`config.mk`:
```
export PLATFORM = sky130hd
export DESIGN_NAME = mux_scan_ctrl_flat
export DESIGN_NICKNAME = d
export VERILOG_FILES = /design/src/rtl/mux_scan_ctrl_pkg.sv /design/src/rtl/mux_scan_ctrl_if.sv /design/src/rtl/mux_scan_ctrl_next_chan_find.sv /design/src/rtl/mux_scan_ctrl.sv /design/src/flat_wrapper.sv
export SDC_FILE = /design/constraint.sdc
export NUM_CORES = 1
export LEC_CHECK = 0
export ABC_AREA = 1
export CORE_MARGIN = 2
export CORE_UTILIZATION = 50
export DETAILED_ROUTE_END_ITERATION = 6
export PLACE_DENSITY = 0.76
export SLEW_MARGIN = 10
export SYNTH_ARGS = -nofsm -noshare
export SYNTH_HDL_FRONTEND = slang
export SYNTH_SLANG_ARGS = --single-unit
```
`constraint.sdc`:
```
create_clock -name clk -period 2.6 [get_ports clk]
set_input_delay 0.52 -clock clk [delete_from_list [all_inputs] [get_ports clk]]
set_output_delay 0.52 -clock clk [all_outputs]
set_load 0.03 [all_outputs]
```
`src/rtl/mux_scan_ctrl_pkg.sv`:
```
// Shared types and widths for the mux select sequencer.
package mux_scan_pkg;

  typedef enum logic [1:0] {IDLE, SETTLE, DONE} scan_state_t;

  localparam int DWELL_W = 4;

endpackage

```
`src/rtl/mux_scan_ctrl_if.sv`:
```
// Scan request, mux-tree select/sample and result handshake bundle.
interface mux_scan_ctrl_if #(parameter int N_IN = 16);
  localparam int SEL_W = $clog2(N_IN);

  logic             start;
  logic [N_IN-1:0]  chan_mask;
  logic [SEL_W-1:0] sel;
  logic             mux_q;
  logic             busy;
  logic [N_IN-1:0]  out_data;
  logic             out_valid;
  logic             out_ready;

  modport master (
    input  start, chan_mask, mux_q, out_ready,
    output sel, busy, out_data, out_valid
  );

  modport slave (
    output start, chan_mask, mux_q, out_ready,
    input  sel, busy, out_data, out_valid
  );
endinterface

```
`src/rtl/mux_scan_ctrl_next_chan_find.sv`:
```
// Lowest set mask bit strictly above cur, or lowest set bit overall when first=1.
import mux_scan_pkg::*;

module next_chan_find #(
  parameter int N_IN  = 16,
  parameter int SEL_W = $clog2(N_IN)
) (
  input  logic [N_IN-1:0]  mask,
  input  logic [SEL_W-1:0] cur,
  input  logic             first,
  output logic [SEL_W-1:0] nxt,
  output logic             found
);

  // Descending walk so the lowest qualifying index is the last one written.
  always_comb begin
    nxt   = '0;
    found = 1'b0;
    for (int i = N_IN - 1; i >= 0; i--) begin
      if (mask[i] && (first || (SEL_W'(i) > cur))) begin
        nxt   = SEL_W'(i);
        found = 1'b1;
      end
    end
  end

endmodule

```
`src/rtl/mux_scan_ctrl.sv`:
```
// Select sequencer: walks sel over enabled channels, samples mux_q after a
// settle dwell, and presents the packed word on a valid/ready handshake.
import mux_scan_pkg::*;

module mux_scan_ctrl #(
  parameter int N_IN  = 16,
  parameter int DWELL = 2
) (
  input  logic           clk,
  input  logic           rst,
  mux_scan_ctrl_if.master bus
);

  localparam int SEL_W = $clog2(N_IN);

  scan_state_t       state_q, state_d;
  logic [SEL_W-1:0]  sel_q, sel_d;
  logic [DWELL_W-1:0] cnt_q, cnt_d;
  logic [N_IN-1:0]   mask_q, mask_d;
  logic [N_IN-1:0]   data_q, data_d;
  logic              vld_q, vld_d;

  logic [SEL_W-1:0]  first_idx, next_idx;
  logic              first_found, next_found;

  next_chan_find #(.N_IN(N_IN), .SEL_W(SEL_W)) u_first (
    .mask  (bus.chan_mask),
    .cur   ('0),
    .first (1'b1),
    .nxt   (first_idx),
    .found (first_found)
  );

  next_chan_find #(.N_IN(N_IN), .SEL_W(SEL_W)) u_next (
    .mask  (mask_q),
    .cur   (sel_q),
    .first (1'b0),
    .nxt   (next_idx),
    .found (next_found)
  );

  always_ff @(posedge clk or posedge rst) begin
    if (rst) begin
      state_q <= IDLE;
      sel_q   <= '0;
      cnt_q   <= '0;
      mask_q  <= '0;
      data_q  <= '0;
      vld_q   <= 1'b0;
    end else begin
      state_q <= state_d;
      sel_q   <= sel_d;
      cnt_q   <= cnt_d;
      mask_q  <= mask_d;
      data_q  <= data_d;
      vld_q   <= vld_d;
    end
  end

  always_comb begin
    state_d = state_q;
    sel_d   = sel_q;
    cnt_d   = cnt_q;
    mask_d  = mask_q;
    data_d  = data_q;
    vld_d   = vld_q;
    case (state_q)
      IDLE: begin
        if (bus.start) begin
          mask_d = bus.chan_mask;
          data_d = '0;
          if (first_found) begin
            sel_d   = first_idx;
            cnt_d   = DWELL_W'(DWELL);
            state_d = SETTLE;
          end else begin
            state_d = DONE;
          end
        end
      end
      SETTLE: begin
        if (cnt_q != '0) begin
          cnt_d = cnt_q - DWELL_W'(1);
        end else begin
          data_d[sel_q] = bus.mux_q;
          if (next_found) begin
            sel_d = next_idx;
            cnt_d = DWELL_W'(DWELL);
          end else begin
            state_d = DONE;
          end
        end
      end
      DONE: begin
        // valid is registered one cycle after entering DONE
        if (vld_q && bus.out_ready) begin
          vld_d   = 1'b0;
          state_d = IDLE;
        end else begin
          vld_d = 1'b1;
        end
      end
      default: state_d = IDLE;
    endcase
  end

  always_comb begin
    bus.sel       = sel_q;
    bus.busy      = (state_q != IDLE);
    bus.out_data  = data_q;
    bus.out_valid = vld_q;
  end

endmodule
```
`src/flat_wrapper.sv`:
```
// flat-port wrapper written by rule: the top's interface ports become plain ports
module mux_scan_ctrl_flat 
#(
  parameter int N_IN  = 16,
  parameter int DWELL = 2
)
  (clk, rst, bus_start, bus_chan_mask, bus_mux_q, bus_out_ready, bus_sel, bus_busy, bus_out_data, bus_out_valid);
  mux_scan_ctrl_if #(.N_IN(N_IN)) bus_i ();
  input  logic clk;
  input  logic rst;
  input wire logic [$bits(bus_i.start)-1:0] bus_start;
  input wire logic [$bits(bus_i.chan_mask)-1:0] bus_chan_mask;
  input wire logic [$bits(bus_i.mux_q)-1:0] bus_mux_q;
  input wire logic [$bits(bus_i.out_ready)-1:0] bus_out_ready;
  output wire logic [$bits(bus_i.sel)-1:0] bus_sel;
  output wire logic [$bits(bus_i.busy)-1:0] bus_busy;
  output wire logic [$bits(bus_i.out_data)-1:0] bus_out_data;
  output wire logic [$bits(bus_i.out_valid)-1:0] bus_out_valid;
  assign bus_i.start = bus_start;
  assign bus_i.chan_mask = bus_chan_mask;
  assign bus_i.mux_q = bus_mux_q;
  assign bus_i.out_ready = bus_out_ready;
  assign bus_sel = bus_i.sel;
  assign bus_busy = bus_i.busy;
  assign bus_out_data = bus_i.out_data;
  assign bus_out_valid = bus_i.out_valid;
  mux_scan_ctrl #(.N_IN(N_IN), .DWELL(DWELL)) u_core (.clk(clk), .rst(rst), .bus(bus_i));
endmodule
```
=== After elaboration in Yosys (flattened, before gate mapping) ===
Cells that the tools add are included.

* Register bits after elaboration: 43
* Bits in latches: 0
* RAM bits: 0
* ROM bits: 0
* Word-level logic and storage cells: 148
* Memories: 0

* Add/subtract/negate cells: 1
* Multipliers: 0
* Divide/modulo/power cells: 0
* Magnitude comparators: 18
* Equality and inequality tests: 9
* Shift operators: 0
* Multiplexer cells: 87
* Bitwise operators: 0
* Reductions and logical operators: 27

{| class="wikitable"
|+ Operators with widths
! operator !! count
|-
| $mux 4 || 40
|-
| $mux 1 || 34
|-
| $gt 4x4->1 const A || 8
|-
| $mux 16 || 2
|-
| $pmux 16 s2 || 1
|-
| $logic_and 1x1->1 || 18
|-
| $bwmux 16 || 1
|-
| $gt 3x4->1 const A || 4
|-
| $pmux 4 s2 || 2
|-
| $mux 2 || 5
|-
| $gt 1x4->1 const A || 2
|-
| $gt 2x4->1 const A || 2
|-
| $reduce_and 4->1 || 2
|-
| $ne 2x1->1 const B || 3
|-
| $ne 2x2->1 const B || 3
|-
| $pmux 2 s3 || 1
|-
| $lt 4x5->1 const B || 1
|-
| $reduce_and 5->1 || 1
|-
| $demux 1 s4 || 1
|-
| $ge 4x1->1 const B || 1
|-
| $reduce_bool 2->1 || 2
|-
| $reduce_bool 4->1 || 1
|-
| $sub 4x1->4 const B || 1
|-
| $ne 3x1->1 const B || 1
|-
| other kinds (5) || 5
|}

=== Longest topological paths before layout ===
Gate-level depths: netlist of run 1.

* Depth after elaboration: 21
* Depth in mapped cells: 19
* Mapped depth without buffers: 19

=== Modules after synthesis ===
From an unflattened synthesis of run 1, not the netlist that was laid out.

* Cells, all modules: 447
* Area, all modules: 2982.9 um^2

{| class="wikitable"
|+ Modules (own cells, without submodules)
! module !! instances !! cells an instance !! area an instance (um^2) !! sequential area each (um^2)
|-
| mux_scan_ctrl || 1 || 297 || 2207.1 || 1076.0
|-
| next_chan_find || 2 || 75 || 387.9 || 0.0
|}

=== Worst setup path before layout of run 1 ===
No wires, ideal clock.

* Path kind: reg-to-reg
* From: reg u_core.sel_q[3] (netlist: u_core.bus.sel[3])
* To: reg u_core.cnt_q[3]
* Arrival: 1.844 ns
* Data required time: 2.520 ns
* Slack: 0.676 ns
* Stages on the path, launching flop included: 15
* Clock period less this slack: 1.924 ns
* Cell sequence: dfrtp_1 -> inv_2 -> nor2_4 -> nand2_1 -> nand3_2 -> nand2_2 -> nor2_2 -> nand2_2 -> nor2_4 -> nand2_2 -> nand2_4 -> inv_4 -> nand2_8 -> inv_4 -> nor3b_2

* Word-level cells in the longest chain between the ends: 20
* Elaborated cells between the ends (all ways): 50

{| class="wikitable"
|+ Ends and longest elaborated chain
! what !! line !! source
|-
| start, declared || mux_scan_ctrl.sv:17 || <nowiki>logic [SEL_W-1:0] sel_q, sel_d;</nowiki>
|-
| start signal, assigned || mux_scan_ctrl.sv:52 || <nowiki>sel_q <= sel_d;</nowiki>
|-
| $gt 4x4->1 || mux_scan_ctrl_next_chan_find.sv:20 || <nowiki>if (mask[i] && (first || (SEL_W'(i) > cur))) begin</nowiki>
|-
| $logic_and 1x1->1 || mux_scan_ctrl_next_chan_find.sv:20 ||
|-
| $mux 1 (15 in series) || mux_scan_ctrl_next_chan_find.sv:20 ||
|-
| $mux 1 (*) || mux_scan_ctrl_next_chan_find.sv:20 ||
|-
| $ne 3x1->1 (no source line) (*) || -- ||
|-
| $reduce_and 4->1 (no source line) (*) || -- ||
|-
| end signal, assigned || mux_scan_ctrl.sv:53 || <nowiki>cnt_q <= cnt_d;</nowiki>
|-
| end, declared || mux_scan_ctrl.sv:18 || <nowiki>logic [DWELL_W-1:0] cnt_q, cnt_d;</nowiki>
|}

Every way passes the cells marked *; elsewhere a longest branch is shown, timed or not.
A chain may end at the register's enable or synchronous reset.

=== Worst setup path in the final report of run 1 ===
* From: reg u_core.state_q[0]
* To: reg u_core.data_q[13] (netlist: u_core.bus.out_data[13])

* Word-level cells in the longest chain between the ends: 3
* Elaborated cells between the ends (all ways): 7

{| class="wikitable"
|+ Ends and longest elaborated chain
! what !! line !! source
|-
| start, declared || mux_scan_ctrl.sv:16 || <nowiki>scan_state_t state_q, state_d;</nowiki>
|-
| start signal, assigned || mux_scan_ctrl.sv:51 || <nowiki>state_q <= state_d;</nowiki>
|-
| $eq 2x1->1 / $logic_not 2->1 (equally long branches) || mux_scan_ctrl.sv:67 || <nowiki>case (state_q)</nowiki>
|-
| $ne 2x2->1 (no source line) / $reduce_bool 2->1 (equally long branches) || -- ||
|-
| $reduce_and 3->1 (no source line) || -- ||
|-
| end signal, assigned || mux_scan_ctrl.sv:55 || <nowiki>data_q <= data_d;</nowiki>
|-
| end, declared || mux_scan_ctrl.sv:20 || <nowiki>logic [N_IN-1:0] data_q, data_d;</nowiki>
|}

Several ways; a longest one is shown, not always the timed one.

==> run metrics, run 1 <==
status finished clean; antenna violations before repair 0; Layout area overhead 25.0%; cell area after synthesis 2420 µm²; Final ANT Viol Nets 0; DR WL/cell 12.5 µm; Multi-input gate area 1150 µm²; IO Pins 43; CTS Buf Count 5; Worst Skew 0.00403 ns; CP Max Fanout 14; Lkg Pwr 1.45 nW; largest net degree at the start of global routing 43; vias in the first global route 2127; pre-CTS setup slack 0.134 ns; drt first-iter violations 132; Synth top area share 43.4%; register area share after synthesis 43.4%; register share of total power 32.8%; most numerous cell in the Yosys netlist nand2_1; Pint 1.91 mW; HPWL Detailed 4060 µm; GPL Wtd Cong 0.910; net switching power 1.56 mW; crit path kind flip-flop to flip-flop; Compound-Gate Fraction of Synth Area 17.9%; All-Layer GR Usage 22.3%; Avg Cell Area, Syn 7.54 µm²; # nets final 392; buffer count from post-CTS setup fixing 0; share of cells above drive strength 1 13.2%; Initial Utilization 51.6%; max_cap viols 0; maximum clock frequency 453 MHz; Post-synth EDFFs 0; post-synthesis mux area share 0%; Reg area 1050 µm²; Die Span Y 73.6 µm; clock share of power 14.5%; Port Buffers 42; P per Cell Area 1150 nW/µm²; setup violators final 0; Area contributors post-synth dfrtp_1 (43%), nand2_1 (11%), o21ai_0 (7.4%), inv_1 (5.9%), nand3_1 (3.5%); TritonCTS Sinks 42; die area 5410 µm²; Least-Margin Pin Slew 0.833 ns; Final Hold Viols 0; Mapped Nets 344; Critical Path End Type flip-flop; CP Launch Type flip-flop; min-delay worst type flip-flop to flip-flop; WP data arrival 2.38 ns; top cells by count, synth nand2_1 (74), dfrtp_1 (42), inv_1 (38); Sw Share 44.9%; global route overflow 0; CTS Buffer Depth 2; xor and xnor area share after synthesis 0%; Via density 5.27; Comb pwr share 52.6%; n_diodes 0; Simple-Gate Fraction of Synth Area 28.7%; critical path's largest stage delay 0.64 ns; first-pass GRT wire length 9410 µm; final core occ 64.5%; post-route setup TNS 0 ns; largest family of logic cells by synthesized area simple AND/OR/NAND/NOR gates; Die X 73.6 µm; Slew Limit Fails 0; adder-cell share of the synthesized area 1.03%; async set or reset register ratio after synthesis 100%; Clock transition at path regs 0.08 ns; Post-synth top flop dfrtp_1; Worst path slowest cell nor2_1; yosys warns 0; final WL 5300 µm; worst rel slew slack 44.3%; area leader, netlist dfrtp_1; DR vias 2234; CTS root buf clkbuf_8; final setup margin 0.393 ns; num rows 25; Cells after Synth 321; post-layout min period 2.21 ns; worst skew pair latency 0.29 ns; post-cts resize count 0; Cell Chain, Critical Path inv_1 -> nor2_2 -> buf_4 -> inv_2 -> nor2_1 -> nor2_1 -> inv_2 -> nand3_1 -> o31ai_1; Distinct cells, synth 32; fill count 411; CTS tree done; required time of the critical path 2.77 ns; fin crit share 84.9%; drc violations 0; first drt pass iteration count 4; H-tree depth 2; Core ar. 4690 µm²; unrepaired setup endpoints after global routing false; VDD IR max 0.486 mV; #FFs+latches synth 42; hold_buf cts 0
state kept, by name, summed over array words and instances (netlist names):
| name | count |
|---|---|
| u_core.state_q | 2 |
| u_core.mask_q | 15 |
| u_core.cnt_q | 4 |
| u_core.bus.out_data | 16 |
| u_core.bus.out_valid | 1 |
| u_core.bus.sel | 4 |
cell usage in the layout (no fill, tap or decap), drive strengths merged, types with 3 or more instances in the layout:
| cell type | netlist | routed |
|---|---|---|
| a21oi | 17 | 17 |
| a31oi | 3 | 3 |
| buf | 0 | 4 |
| clkbuf | 5 | 7 |
| clkdlybuf4s50 | 0 | 42 |
| dfrtp | 42 | 42 |
| inv | 50 | 50 |
| nand2 | 85 | 85 |
| nand3 | 22 | 22 |
| nor2 | 29 | 29 |
| nor3 | 4 | 4 |
| o21ai | 43 | 43 |
| o31ai | 7 | 7 |
cell families (layout without fill, tap and decap cells):
family	after synthesis	count (layout)
buffers and inverters	56	105
adders and majority gates	2	2
DFF	42	42
and+or+nand+nor	144	144
AOI/OAI and AO/OA	77	77
stage by stage:
step / cells / instance area (µm²) / hold slack [ns] / power [mW]
after CTS: 424 / 3030 / 0.496 / 3.49
after floorplan: 321 / 2420 / 0.453 / 2.41
after global placement: 416 / 2920 / 0.472 / 2.94
after detailed placement: 416 / 2920 / 0.477 / 2.97
final: 424 / 3030 / 0.489 / 3.48
after global routing: 424 / 3030 / 0.513 / 3.76
routing by layer:
layer | global-route usage [%] | part of all wire [%] | routed length [µm] | up-vias
met2 | 37.6 | 47 | 2490 | 49
met3 | 4.12 | 4.1 | 217 | 7
met4 | 6.46 | 1.2 | 64 | 0
met1 | 29.1 | 48 | 2520 | 1026
li1 | - | - | - | 1152
met5 | 0 | 0 | 0 | -
power groups by stage:
| stage | clock network [mW] | logic (mW) | registers (mW) |
|---|---|---|---|
| global route | 0.534 | 2.05 | 1.17 |
| global placement | 0 | 1.79 | 1.15 |
| floorplan | 0 | 1.03 | 1.38 |
| finish | 0.505 | 1.83 | 1.14 |
| detailed placement | 0 | 1.82 | 1.15 |
| CTS | 0.513 | 1.83 | 1.14 |
final timing paths:
path / startpoint / end / slack [ns] / cells after the start
max: u_core.state_q[0] / u_core.bus.out_data[13] / 0.39 / 9
min: u_core.mask_q[3] / u_core.mask_q[3] / 0.49 / 2
max reg2reg: u_core.state_q[0] / u_core.bus.out_data[13] / 0.39 / 9
min reg2reg: u_core.mask_q[3] / u_core.mask_q[3] / 0.49 / 2
max in group asynchronous: rst / u_core.cnt_q[1] / 1.57 / 3
min in group asynchronous: rst / u_core.bus.out_data[7] / 0.66 / 3
worst max-delay path: cells and delay by family, from the launching register on:
family,cells,cell delay [ns]
AND/OR/NAND/NOR,4,1.05
buffers and inverters,4,0.53
AO/OA/AOI/OAI,1,0.11
flip-flops,1,0.40
final cells by class:
class,count,area share (%)
multi-input combinational,223,38.2
sequential,42,34.7
timing repair buffer,46,14.9
inverter,51,6.49
clock buffer,7,2.52
tap,54,2.23
clock inverter,1,0.992
No activity file was read; power rests on OpenSTA's default activity.
==> run 2, diff against run 1 <==
==> constraint.sdc (replaced) <==
create_clock -name clk -period 2.1 [get_ports clk]
set_input_delay 0.42 -clock clk [delete_from_list [all_inputs] [get_ports clk]]
set_output_delay 0.42 -clock clk [all_outputs]
set_load 0.03 [all_outputs]
==> run metrics, run 2 (synthesis results as in run 1) <==
H-tree depth 2 (unchanged); GPL Wtd Cong 0.909 (about the same); critical path's largest stage delay 0.47 ns (-0.17 ns); CTS root buf clkbuf_8; Lkg Pwr 1.55 nW (+7.1%); vias in the first global route 2145 (+0.85%); P per Cell Area 1370 nW/µm² (+19%); status finished clean; Reg area 1060 µm² (+0.48%); antenna violations before repair 0 (unchanged); required time of the critical path 2.29 ns (-0.48 ns); Initial Utilization 51.6% (unchanged); drt first-iter violations 136 (+3.0%); pre-CTS setup slack -0.212 ns (-0.346 ns); post-layout min period 1.96 ns (-0.245 ns); TritonCTS Sinks 42 (unchanged); All-Layer GR Usage 23.0% (+0.73 points); first-pass GRT wire length 9520 µm (+1.2%); Most Frequent Cell on Critical Path nand2_1; worst hold slack 0.476 ns (-0.0136 ns); Total Power 4.36 mW (+25%); Port Buffers 42 (unchanged); Multi-input gate area 1180 µm² (+1.8%); fin crit share 93.4% (+8.5 points); Clock transition at path regs 0.08 ns (about the same); largest net degree at the start of global routing 43 (unchanged); Final Hold Viols 0 (unchanged); crit path kind flip-flop to flip-flop; Final ANT Viol Nets 0 (unchanged); die area 5410 µm² (unchanged); maximum clock frequency 510 MHz (+12%); WP data arrival 2.16 ns (-0.22 ns); worst skew pair latency 0.30 ns (about the same); HPWL Detailed 4510 µm (+11%); setup violators final 0 (unchanged); max_cap viols 0 (unchanged); Cell Chain, Critical Path inv_2 -> nor2_4 -> nand2_1 -> nand3_2 -> nand2_1 -> nor2_2 -> nand3_2 -> nor2_4 -> nand2_2 -> nand2_4 -> inv_4 -> nand2_8 -> inv_4 -> nand2_1 -> o21ai_1; CTS Buffer Depth 2 (unchanged); most common cell after layout, fill and taps aside nand2_1; dpl cells 433 (+4.1%); max reg flops 16 (unchanged); commonest non-fill, non-tap cells in the layout nand2_1 (74), clkdlybuf4s50_1 (39), inv_1 (38), dfrtp_1 (38), o21ai_0 (36); DR WL/cell 13.2 µm (+5.5%); Via density 5.31 (+0.69%); Die X 73.6 µm (unchanged); min-delay worst type input port to flip-flop; CP Launch Type flip-flop; Worst path top cell family by delay simple AND/OR/NAND/NOR gates; Least-Margin Pin Slew 0.521 ns (-0.312 ns); drc violations 0 (unchanged); Buf/Inv on CP 3 (-1); final setup margin 0.138 ns (-0.255 ns); IO Pins 43 (unchanged); worst rel slew slack 65.3% (+21 points); Critical Path End Type flip-flop; n_diodes 0 (unchanged); DR vias 2345 (+5.0%); share of cells above drive strength 1 19.6% (+6.3 points); first drt pass iteration count 4 (unchanged); num rows 25 (unchanged); CP Max Fanout 7 (-7); Worst path slowest cell dfrtp_2; hold_buf cts 0 (unchanged); Core ar. 4690 µm² (unchanged); VDD IR max 0.527 mV (+8.4%); Die Span Y 73.6 µm (unchanged); CTS tree done; final WL 5820 µm (+10%); Worst Skew 0.00856 ns (+0.00453 ns); fill count 399 (-2.9%); # nets final 410 (+4.6%); CTS Buf Count 5 (unchanged); global route overflow 0 (unchanged); Slew Limit Fails 0 (unchanged); Layout area overhead 31.4%; fin cells 442 (+4.2%)
-- run 2: worst reg2reg max path, cell delays in order (launching register included) --
cell and delay [ns]:
dfrtp_2 0.47, inv_2 0.10, nor2_4 0.12, nand2_1 0.13
nand3_2 0.12, nand2_1 0.07, nor2_2 0.12, nand3_2 0.12
nor2_4 0.12, nand2_2 0.08, nand2_4 0.10, inv_4 0.06
nand2_8 0.07, inv_4 0.06, nand2_1 0.07, o21ai_1 0.06
-- run 2: routing by layer --
metal | vias to the layer above | track usage (%) | routed length, µm
met4 | 0 | 8.89 | 106
met1 | 1081 | 30.5 | 2650
met2 | 71 | 36.8 | 2770
met5 | - | 0 | 0
met3 | 8 | 4.94 | 295
li1 | 1185 | - | -
-- run 2: cell type report --
class                           count  area share, %
Clock buffer                        7           2.71
Tap cell                           54           2.12
Timing Repair Buffer               64           18.6
Inverter                           51           6.18
Clock inverter                      1          0.157
Multi-Input combinational cell    223           37.0
Sequential cell                    42           33.2
-- run 2: worst paths after layout --
path	start	to	slack [ns]	cells after the start
min	bus_chan_mask[5]	u_core.mask_q[5]	0.48	3
max	u_core.bus.sel[2]	u_core.bus.sel[1]	0.14	15
min in group asynchronous	rst	u_core.bus.out_data[1]	0.55	3
max in group asynchronous	rst	u_core.bus.sel[0]	1.17	3
min reg2reg	u_core.mask_q[10]	u_core.mask_q[10]	0.49	2
max reg2reg	u_core.bus.sel[2]	u_core.bus.sel[1]	0.14	15
-- run 2: power breakdown --
| part | leakage [nW] | switching [mW] | total, mW | internal, mW |
|---|---|---|---|---|
| clock | 0.0482 | 0.279 | 0.544 | 0.265 |
| sequential | 0.524 | 0.263 | 1.43 | 1.17 |
| combinational | 0.978 | 1.46 | 2.39 | 0.930 |
| total | 1.55 | 2.00 | 4.36 | 2.36 |
-- run 2: through the flow --
| stage | setup TNS [ns] | utilization (%) | cell area [µm²] |
|---|---|---|---|
| final | 0 | 67.8 | 3180 |
| after global routing | -0.0268 | 67.8 | 3180 |
| after CTS | 0 | 66.9 | 3140 |
| after detailed placement | -1.33 | 65.0 | 3050 |
| after global placement | -0.947 | 65.0 | 3050 |
| after floorplan | 0 | - | 2420 |
-- run 2: timing repair --
| item | CTS | global route |
|---|---|---|
| setup buffers | 0 | 1 |
| gates resized for setup | 0 | 11 |
| endpoints found under the setup margin | 0 | 9 |
